`src/rtl/csr_irq_pkg.sv`:
```
// Shared CSR addresses, cause codes and bit positions for the machine-mode
// CSR / interrupt unit.
package csr_irq_pkg;

  localparam logic [11:0] CSR_MSTATUS   = 12'h300;
  localparam logic [11:0] CSR_MIE       = 12'h304;
  localparam logic [11:0] CSR_MTVEC     = 12'h305;
  localparam logic [11:0] CSR_MSCRATCH  = 12'h340;
  localparam logic [11:0] CSR_MEPC      = 12'h341;
  localparam logic [11:0] CSR_MCAUSE    = 12'h342;
  localparam logic [11:0] CSR_MBADADDR  = 12'h343;
  localparam logic [11:0] CSR_MIP       = 12'h344;
  localparam logic [11:0] CSR_MTIMECMP  = 12'h7C0;
  localparam logic [11:0] CSR_XPEND     = 12'h7C1;
  localparam logic [11:0] CSR_XEN       = 12'h7C2;
  localparam logic [11:0] CSR_MTIME_WR  = 12'h7C3;
  localparam logic [11:0] CSR_MCYCLE    = 12'hF00;
  localparam logic [11:0] CSR_MTIME     = 12'hF01;
  localparam logic [11:0] CSR_MINSTRET  = 12'hF02;
  localparam logic [11:0] CSR_ID_LO     = 12'hF10;
  localparam logic [11:0] CSR_ID_HI     = 12'hF14;

  localparam logic [3:0] CAUSE_ILLEGAL    = 4'd2;
  localparam logic [3:0] CAUSE_BREAKPOINT = 4'd3;
  localparam logic [3:0] CAUSE_M_TIMER    = 4'd7;
  localparam logic [3:0] CAUSE_M_EXT      = 4'd11;

  localparam int unsigned MSTATUS_MIE  = 3;
  localparam int unsigned MSTATUS_MPIE = 7;
  localparam int unsigned MSTATUS_MPP  = 11;
  localparam int unsigned MIP_MTIP     = 7;
  localparam int unsigned MIP_MEIP     = 11;

  typedef enum logic [1:0] {
    EV_NONE,
    EV_TRAP,
    EV_IRQ,
    EV_MRET
  } evt_e;

  // External interrupts take precedence over the timer when both are enabled.
  function automatic logic [3:0] irq_code(input logic ext_active);
    return ext_active ? CAUSE_M_EXT : CAUSE_M_TIMER;
  endfunction

endpackage

```
`src/rtl/csr_irq_unit_if.sv`:
```
// CSR access port: address, read/write strobes, write data and read-back.
interface csr_irq_unit_if #(
  parameter int unsigned XLEN = 64
);
  logic [11:0]     cadr_i;
  logic            coe_i;
  logic            cwe_i;
  logic [XLEN-1:0] cdat_i;
  logic [XLEN-1:0] cdat_o;
  logic            cvalid_o;

  modport master (output cadr_i, coe_i, cwe_i, cdat_i, input cdat_o, cvalid_o);
  modport slave  (input cadr_i, coe_i, cwe_i, cdat_i, output cdat_o, cvalid_o);
endinterface

```
`src/rtl/csr_irq_unit_mtime_timer.sv`:
```
// Machine timer: prescaled mtime counter, mtimecmp and the MTIP compare.
module mtime_timer #(
  parameter int unsigned XLEN     = 64,
  parameter int unsigned TICK_DIV = 1
) (
  input  logic            clk_i,
  input  logic            reset_i,
  input  logic            i_mtime_we,
  input  logic            i_cmp_we,
  input  logic [XLEN-1:0] i_wdata,
  output logic [XLEN-1:0] o_mtime,
  output logic [XLEN-1:0] o_mtimecmp,
  output logic            o_mtip_c
);
  localparam int unsigned PW = (TICK_DIV > 1) ? $clog2(TICK_DIV) : 1;

  logic [PW-1:0]   r_presc;
  logic [XLEN-1:0] r_mtime;
  logic [XLEN-1:0] r_mtimecmp;
  logic            w_wrap;

  assign w_wrap = (r_presc == PW'(TICK_DIV - 1));

  // A software load of mtime restarts the prescaler and wins over the tick.
  always_ff @(posedge clk_i) begin
    if (reset_i) begin
      r_presc    <= '0;
      r_mtime    <= '0;
      r_mtimecmp <= '1;
    end else begin
      if (i_mtime_we) begin
        r_mtime <= i_wdata;
        r_presc <= '0;
      end else if (w_wrap) begin
        r_mtime <= r_mtime + XLEN'(1);
        r_presc <= '0;
      end else begin
        r_presc <= r_presc + PW'(1);
      end
      if (i_cmp_we) r_mtimecmp <= i_wdata;
    end
  end

  assign o_mtime    = r_mtime;
  assign o_mtimecmp = r_mtimecmp;
  assign o_mtip_c   = (r_mtime >= r_mtimecmp);
endmodule

```
`src/rtl/csr_irq_unit.sv`:
```
// Machine-mode CSR file with trap entry/return, counters, external interrupt
// latching and the interrupt request to the sequencer.
module csr_irq_unit
  import csr_irq_pkg::*;
#(
  parameter int unsigned     XLEN        = 64,
  parameter int unsigned     NEXT_IRQ    = 8,
  parameter int unsigned     TICK_DIV    = 1,
  parameter logic [XLEN-1:0] MTVEC_RESET = XLEN'(64'hFFFF_FFFF_FFFF_FE00)
) (
  input  logic                clk_i,
  input  logic                reset_i,
  csr_irq_unit_if.slave       csr,
  input  logic                trap_i,
  input  logic [3:0]          cause_i,
  input  logic [XLEN-1:0]     epc_i,
  input  logic [XLEN-1:0]     badaddr_i,
  input  logic                irq_take_i,
  input  logic                mret_i,
  input  logic                retire_i,
  input  logic [NEXT_IRQ-1:0] irq_i,
  output logic                irq_o,
  output logic [XLEN-1:0]     mtvec_o,
  output logic [XLEN-1:0]     mepc_o,
  output logic                mie_o,
  output logic                mpie_o,
  output logic [3:0]          cause_o
);
  localparam logic [XLEN-1:0] ALIGN_MASK = ~XLEN'(3);

  logic                r_mie, r_mpie, r_mtie, r_meie;
  logic [XLEN-1:0]     r_mtvec, r_mepc, r_mcause, r_mbadaddr, r_mscratch;
  logic [XLEN-1:0]     r_mcycle, r_minstret;
  logic [NEXT_IRQ-1:0] r_xpend, r_xen, r_irq_prev;

  logic [XLEN-1:0]     w_mtime, w_mtimecmp, w_rdata;
  logic [NEXT_IRQ-1:0] w_xclr;
  logic                w_mtip, w_meip, w_valid;
  evt_e                w_evt;

  mtime_timer #(.XLEN(XLEN), .TICK_DIV(TICK_DIV)) u_timer (
    .clk_i      (clk_i),
    .reset_i    (reset_i),
    .i_mtime_we (csr.cwe_i && (csr.cadr_i == CSR_MTIME_WR)),
    .i_cmp_we   (csr.cwe_i && (csr.cadr_i == CSR_MTIMECMP)),
    .i_wdata    (csr.cdat_i),
    .o_mtime    (w_mtime),
    .o_mtimecmp (w_mtimecmp),
    .o_mtip_c   (w_mtip)
  );

  assign w_meip = |(r_xpend & r_xen);
  assign w_xclr = (csr.cwe_i && (csr.cadr_i == CSR_XPEND)) ? csr.cdat_i[NEXT_IRQ-1:0] : '0;

  // Trap beats interrupt take, which beats trap return.
  always_comb begin
    w_evt = EV_NONE;
    if (trap_i)          w_evt = EV_TRAP;
    else if (irq_take_i) w_evt = EV_IRQ;
    else if (mret_i)     w_evt = EV_MRET;
  end

  always_ff @(posedge clk_i) begin
    if (reset_i) begin
      r_mie <= 1'b0;  r_mpie <= 1'b1;  r_mtie <= 1'b0;  r_meie <= 1'b0;
      r_mtvec <= MTVEC_RESET;
      r_mepc <= '0;  r_mcause <= '0;  r_mbadaddr <= '0;  r_mscratch <= '0;
      r_mcycle <= '0;  r_minstret <= '0;
      r_xpend <= '0;  r_xen <= '0;  r_irq_prev <= '0;
    end else begin
      r_mcycle <= r_mcycle + XLEN'(1);
      if (retire_i) r_minstret <= r_minstret + XLEN'(1);
      r_irq_prev <= irq_i;
      r_xpend    <= (r_xpend & ~w_xclr) | (irq_i & ~r_irq_prev);
      if (csr.cwe_i) begin
        case (csr.cadr_i)
          CSR_MIE:      begin r_mtie <= csr.cdat_i[MIP_MTIP]; r_meie <= csr.cdat_i[MIP_MEIP]; end
          CSR_MTVEC:    r_mtvec    <= csr.cdat_i & ALIGN_MASK;
          CSR_MSCRATCH: r_mscratch <= csr.cdat_i;
          CSR_XEN:      r_xen      <= csr.cdat_i[NEXT_IRQ-1:0];
          default: ;
        endcase
      end
      case (w_evt)
        EV_TRAP: begin
          r_mepc     <= epc_i & ALIGN_MASK;
          r_mcause   <= XLEN'(cause_i);
          r_mbadaddr <= badaddr_i;
          r_mpie     <= r_mie;
          r_mie      <= 1'b0;
        end
        EV_IRQ: begin
          r_mepc   <= epc_i & ALIGN_MASK;
          r_mcause <= {1'b1, {(XLEN-5){1'b0}}, irq_code(w_meip && r_meie)};
          r_mpie   <= r_mie;
          r_mie    <= 1'b0;
        end
        EV_MRET: begin
          r_mie  <= r_mpie;
          r_mpie <= 1'b1;
        end
        default: begin
          if (csr.cwe_i) begin
            case (csr.cadr_i)
              CSR_MSTATUS:  begin r_mie <= csr.cdat_i[MSTATUS_MIE]; r_mpie <= csr.cdat_i[MSTATUS_MPIE]; end
              CSR_MEPC:     r_mepc     <= csr.cdat_i & ALIGN_MASK;
              CSR_MCAUSE:   r_mcause   <= csr.cdat_i;
              CSR_MBADADDR: r_mbadaddr <= csr.cdat_i;
              default: ;
            endcase
          end
        end
      endcase
    end
  end

  // Combinational read mux; identification registers read as zero.
  always_comb begin
    w_rdata = '0;
    w_valid = 1'b1;
    case (csr.cadr_i)
      CSR_MSTATUS: begin
        w_rdata[MSTATUS_MIE]     = r_mie;
        w_rdata[MSTATUS_MPIE]    = r_mpie;
        w_rdata[MSTATUS_MPP +: 2] = 2'b11;
      end
      CSR_MIE:      begin w_rdata[MIP_MTIP] = r_mtie; w_rdata[MIP_MEIP] = r_meie; end
      CSR_MIP:      begin w_rdata[MIP_MTIP] = w_mtip; w_rdata[MIP_MEIP] = w_meip; end
      CSR_MTVEC:    w_rdata = r_mtvec;
      CSR_MSCRATCH: w_rdata = r_mscratch;
      CSR_MEPC:     w_rdata = r_mepc;
      CSR_MCAUSE:   w_rdata = r_mcause;
      CSR_MBADADDR: w_rdata = r_mbadaddr;
      CSR_MTIMECMP: w_rdata = w_mtimecmp;
      CSR_XPEND:    w_rdata = XLEN'(r_xpend);
      CSR_XEN:      w_rdata = XLEN'(r_xen);
      CSR_MTIME_WR: w_rdata = w_mtime;
      CSR_MCYCLE:   w_rdata = r_mcycle;
      CSR_MTIME:    w_rdata = w_mtime;
      CSR_MINSTRET: w_rdata = r_minstret;
      default:      w_valid = (csr.cadr_i >= CSR_ID_LO) && (csr.cadr_i <= CSR_ID_HI);
    endcase
  end

  assign csr.cdat_o   = (w_valid && csr.coe_i) ? w_rdata : '0;
  assign csr.cvalid_o = w_valid;

  assign irq_o   = r_mie & ((r_meie & w_meip) | (r_mtie & w_mtip));
  assign mtvec_o = r_mtvec;
  assign mepc_o  = r_mepc;
  assign mie_o   = r_mie;
  assign mpie_o  = r_mpie;
  assign cause_o = r_mcause[3:0];
endmodule

```
`src/flat_wrapper.sv`:
```
// flat-port wrapper written by rule: the top's interface ports become plain ports
module csr_irq_unit_flat import csr_irq_pkg::*;
#(
  parameter int unsigned     XLEN        = 64,
  parameter int unsigned     NEXT_IRQ    = 8,
  parameter int unsigned     TICK_DIV    = 1,
  parameter logic [XLEN-1:0] MTVEC_RESET = XLEN'(64'hFFFF_FFFF_FFFF_FE00)
)
  (clk_i, reset_i, trap_i, cause_i, epc_i, badaddr_i, irq_take_i, mret_i, retire_i, irq_i, irq_o, mtvec_o, mepc_o, mie_o, mpie_o, cause_o, csr_cadr_i, csr_coe_i, csr_cwe_i, csr_cdat_i, csr_cdat_o, csr_cvalid_o);
  csr_irq_unit_if #(.XLEN(XLEN)) csr_i ();
  input  logic clk_i;
  input  logic reset_i;
  input  logic trap_i;
  input  logic [3:0] cause_i;
  input  logic [XLEN-1:0] epc_i;
  input  logic [XLEN-1:0] badaddr_i;
  input  logic irq_take_i;
  input  logic mret_i;
  input  logic retire_i;
  input  logic [NEXT_IRQ-1:0] irq_i;
  output logic irq_o;
  output logic [XLEN-1:0] mtvec_o;
  output logic [XLEN-1:0] mepc_o;
  output logic mie_o;
  output logic mpie_o;
  output logic [3:0] cause_o;
  input wire logic [$bits(csr_i.cadr_i)-1:0] csr_cadr_i;
  input wire logic [$bits(csr_i.coe_i)-1:0] csr_coe_i;
  input wire logic [$bits(csr_i.cwe_i)-1:0] csr_cwe_i;
  input wire logic [$bits(csr_i.cdat_i)-1:0] csr_cdat_i;
  output wire logic [$bits(csr_i.cdat_o)-1:0] csr_cdat_o;
  output wire logic [$bits(csr_i.cvalid_o)-1:0] csr_cvalid_o;
  assign csr_i.cadr_i = csr_cadr_i;
  assign csr_i.coe_i = csr_coe_i;
  assign csr_i.cwe_i = csr_cwe_i;
  assign csr_i.cdat_i = csr_cdat_i;
  assign csr_cdat_o = csr_i.cdat_o;
  assign csr_cvalid_o = csr_i.cvalid_o;
  csr_irq_unit #(.XLEN(XLEN), .NEXT_IRQ(NEXT_IRQ), .TICK_DIV(TICK_DIV), .MTVEC_RESET(MTVEC_RESET)) u_core (.clk_i(clk_i), .reset_i(reset_i), .csr(csr_i), .trap_i(trap_i), .cause_i(cause_i), .epc_i(epc_i), .badaddr_i(badaddr_i), .irq_take_i(irq_take_i), .mret_i(mret_i), .retire_i(retire_i), .irq_i(irq_i), .irq_o(irq_o), .mtvec_o(mtvec_o), .mepc_o(mepc_o), .mie_o(mie_o), .mpie_o(mpie_o), .cause_o(cause_o));
endmodule
```
`config.mk`:
```
export PLATFORM = sky130hd
export DESIGN_NAME = csr_irq_unit_flat
export DESIGN_NICKNAME = d
export VERILOG_FILES = /design/src/rtl/csr_irq_pkg.sv /design/src/rtl/csr_irq_unit_if.sv /design/src/rtl/csr_irq_unit_mtime_timer.sv /design/src/rtl/csr_irq_unit.sv /design/src/flat_wrapper.sv
export SDC_FILE = /design/constraint.sdc
export NUM_CORES = 2
export LEC_CHECK = 0
export CAP_MARGIN = 40
export CELL_PAD_IN_SITES_DETAIL_PLACEMENT = 0
export CELL_PAD_IN_SITES_GLOBAL_PLACEMENT = 1
export CORE_MARGIN = 2
export CORE_UTILIZATION = 37
export DETAILED_ROUTE_END_ITERATION = 8
export GPL_ROUTABILITY_DRIVEN = 0
export PLACE_DENSITY_LB_ADDON = 0.12
export SETUP_SLACK_MARGIN = 0.5
export SLEW_MARGIN = 30
export SYNTH_ARGS = -nofsm -noshare
export SYNTH_HDL_FRONTEND = slang
export SYNTH_SLANG_ARGS = --single-unit
```
`constraint.sdc`:
```
create_clock -name clk_i -period 2.9 [get_ports clk_i]
set_clock_uncertainty 0.2 [all_clocks]
set_input_delay 0.29 -clock clk_i [delete_from_list [all_inputs] [get_ports clk_i]]
set_output_delay 0.29 -clock clk_i [all_outputs]
set_load 0.02 [all_outputs]
```
==> results_dict.tcl <==
set metrics [dict create \
    status "finished, violations left" \
    cp-start-kind "flop" \
    final_common_cell "nand2_1" \
    p_clk_share_pct 44.3 \
    clk_pin_slew_ps 50 \
    power.switching_mw 5.36 \
    ant_nets 0 \
    setup_slack_ps -925 \
    min_path_type "in -> reg" \
    ys_seq_elements 601 \
    internal-power_mw 14.9 \
    wl_per_cell_microns 24.1 \
    netlist_area_sq_um 30400 \
    portBuffers 417 \
    vias_per_cell 5.57 \
    sw_frac_of_total_pct 26.5 \
    syn_inst 3729 \
    vdd_drop_max_mv 0.365 \
    placed_area_sq_um 39900 \
    clockRootBuffer "clkbuf_16" \
    final.min_clock_period_ps 3820 \
    rows 105 \
    area_growth_syn_to_layout_pct 50.2 \
    fin_crit_sh_pct 132 \
    cp_slowest_cell "or4b_4" \
    synthArstFlopShare_pct 0 \
    crit_path_max_incr_delay_ps 510 \
    required_ps 2410 \
    end_kind "primary output" \
    drv_cap 0 \
    h-tree-depth 3 \
    clockBufferDepth 3 \
    maxSlewViolCount 0 \
    grt_pass1_wl_microns 196000 \
    violations "setup timing" \
    setup_violations 65 \
    final.fill_count 7513 \
    syn_avg_cell_area_sq_um 8.15 \
    numCtsBuffers 73 \
    synth_edf_count 0 \
    remaining_drc_errors 0 \
    fp.dieW_microns 291 \
    clock-sinks 601 \
    leakage_nw 18.3 \
    nNetsFinal 4781 \
    yosysWarnings 0 \
    power_density_nw_per_um2 443 \
    rsz0062_at_grt "true" \
    regArea_sq_um 12100 \
    core_sq_um 81700 \
    antenna_found_initial 0 \
    critPathKind "reg -> out" \
    seq_power_share_pct 43.3 \
    grtUsageTotal_pct 30.2 \
    grt_max_degree 102 \
    multi_input_area_sq_um 19300 \
    hold_depth 2 \
    vias 31200 \
    first_pass_iters 6 \
    dp_hpwl_microns 89100 \
    finalInstanceArea_sq_um 45700 \
    n_antenna_cell 0 \
    whs_ps 65.9 \
    synth_flop_cell "dfxtp_1" \
    insertion_delay_ps 620 \
    critical-path-top-delay-family "compound AO/OA/AOI/OAI gates" \
    seq_area_frac_synth_pct 39.6 \
    layout-drive-gt1-share_pct 24.9 \
    drtIter0Drc 2546 \
    fin_util_pct 55.9 \
    crit_arrival_ps 3330 \
    maxSlewHeadroom_pct 41.4 \
    max_freq_mhz 261 \
    cts_tree "yes" \
    tightest_slew_ps 876 \
    wirelength_microns 135000 \
    dieArea_sq_um 84400 \
    grt_overflow 0 \
    initial_core_util_pct 37.2 \
    critical_path_buf_inv_count 2 \
    ff2ff_path_depth 9 \
    grt_pass1_vias 30100 \
    die_h_microns 291 \
    mostFrequentLayoutCells "nand2_1, dfxtp_1, buf_4" \
    io_pins 424 \
    tns_ps -17540 \
    worst-path-max-fanout 2 \
    yosysUniqueCellTypes 70 \
    pre_cts_ws_ps -1100 \
    comb_power_share_pct 12.5 \
    cp.depth 10 \
    path_cells "inv_2 > ha_4 > nand4_1 > nor3_4 > or4b_4 > a311oi_4 > o21ai_2 > a211oi_2 > o211a_1 > buf_6" \
    hold_viol 0 \
]
## worst register-to-register path, stage by stage (launching register included)
cell     delay [ps]
dfxtp_2         360
buf_6           120
and4_4          240
nand3_4         100
or4_4           600
nor4_4          220
buf_12          190
nand4_1         140
or4_1           420
nand3_1         100
## synthesized netlist by cell type, types with 55 or more instances
cell type | n | area (sq um)
a221oi_1 | 78 | 683
nor2_1 | 340 | 1280
nand3_1 | 148 | 741
a21oi_1 | 226 | 1130
mux2i_1 | 186 | 1860
xor2_1 | 89 | 780
nand3b_1 | 128 | 961
dfxtp_1 | 601 | 12000
inv_1 | 93 | 349
ha_1 | 71 | 888
nand2_1 | 633 | 2380
xnor2_1 | 64 | 561
o21ai_0 | 97 | 485
a211oi_1 | 176 | 1320
clkbuf_1 | 226 | 848
a22oi_1 | 87 | 653
nand4_1 | 55 | 344
## registers in the layout, summed over array words and instances, names as in the netlist
register	count
u_core.r_mbadaddr	64
u_core.r_mtie	1
u_core.u_timer.r_presc	1
u_core.r_minstret	64
u_core.mtvec_o	62
u_core.u_timer.o_mtimecmp	64
u_core.u_timer.o_mtime	64
u_core.r_xpend	8
u_core.r_xen	8
u_core.mpie_o	1
u_core.r_mcause	64
u_core.r_mscratch	64
u_core.mie_o	1
u_core.r_mcycle	64
u_core.r_irq_prev	8
u_core.mepc_o	62
u_core.r_meie	1
## through the flow
stage                     cells  total power, mW
after floorplan            3733             10.1
after detailed placement   5328             11.3
after global placement     5328             11.3
after global routing       5605             20.8
final                      5605             20.2
after CTS                  5539             20.2
## power by group through the flow
stage	Combinational [mW]	Clock (mW)	Sequential (mW)
5_1_grt	2.68	9.38	8.77
2_1_floorplan	1.08	0	8.99
3_3_place_gp	2.38	0	8.93
3_5_place_dp	2.39	0	8.93
6_report	2.53	8.95	8.75
4_1_cts	2.42	9.08	8.75
## timing repair
action,CTS,global route
endpoints found under the setup margin,366,245
gates resized for setup,651,206
hold endpoints to repair,23,0
gates cloned,13,7
buffers inserted,73,59
hold buffers,1,0
pin swaps,89,151
## area by class of cell
type                       instances  share of cell area, %
clock buffer                     109                   4.72
clock inverter                    15                  0.260
inverter                          93                  0.765
multi-input combinational       2752                   42.3
sequential                       601                   26.6
tap                             1070                   2.93
timing repair buffer             965                   22.4
## layer usage
metal,wire length (microns),GRT usage (%)
met5,0,0
met2,65900,52.4
met3,6790,3.92
met1,58800,39.4
met4,3700,8.21
## cells by family after synthesis
kind of cell	Yosys count	synth area share, %
buffers and inverters	380	5.00
muxes	197	6.53
and+or+nand+nor	1544	24.5
xor gates and xnor gates	153	4.41
adders and majority gates	71	2.92
AOI/OAI and AO/OA	782	17.1
DFF	601	39.6
other	1	0.0123
## worst paths after layout
kind,endpoint,slack (ps),start
max,csr_cdat_o[7],-920,u_core.u_timer.o_mtimecmp[14]
min,u_core.r_irq_prev[3],70,irq_i[3]
max reg2reg,u_core.u_timer.o_mtime[55],160,u_core.u_timer.o_mtime[15]
min reg2reg,u_core.r_mcause[53],250,u_core.r_mcause[53]
Note: power is estimated with default switching activity, not from simulation.
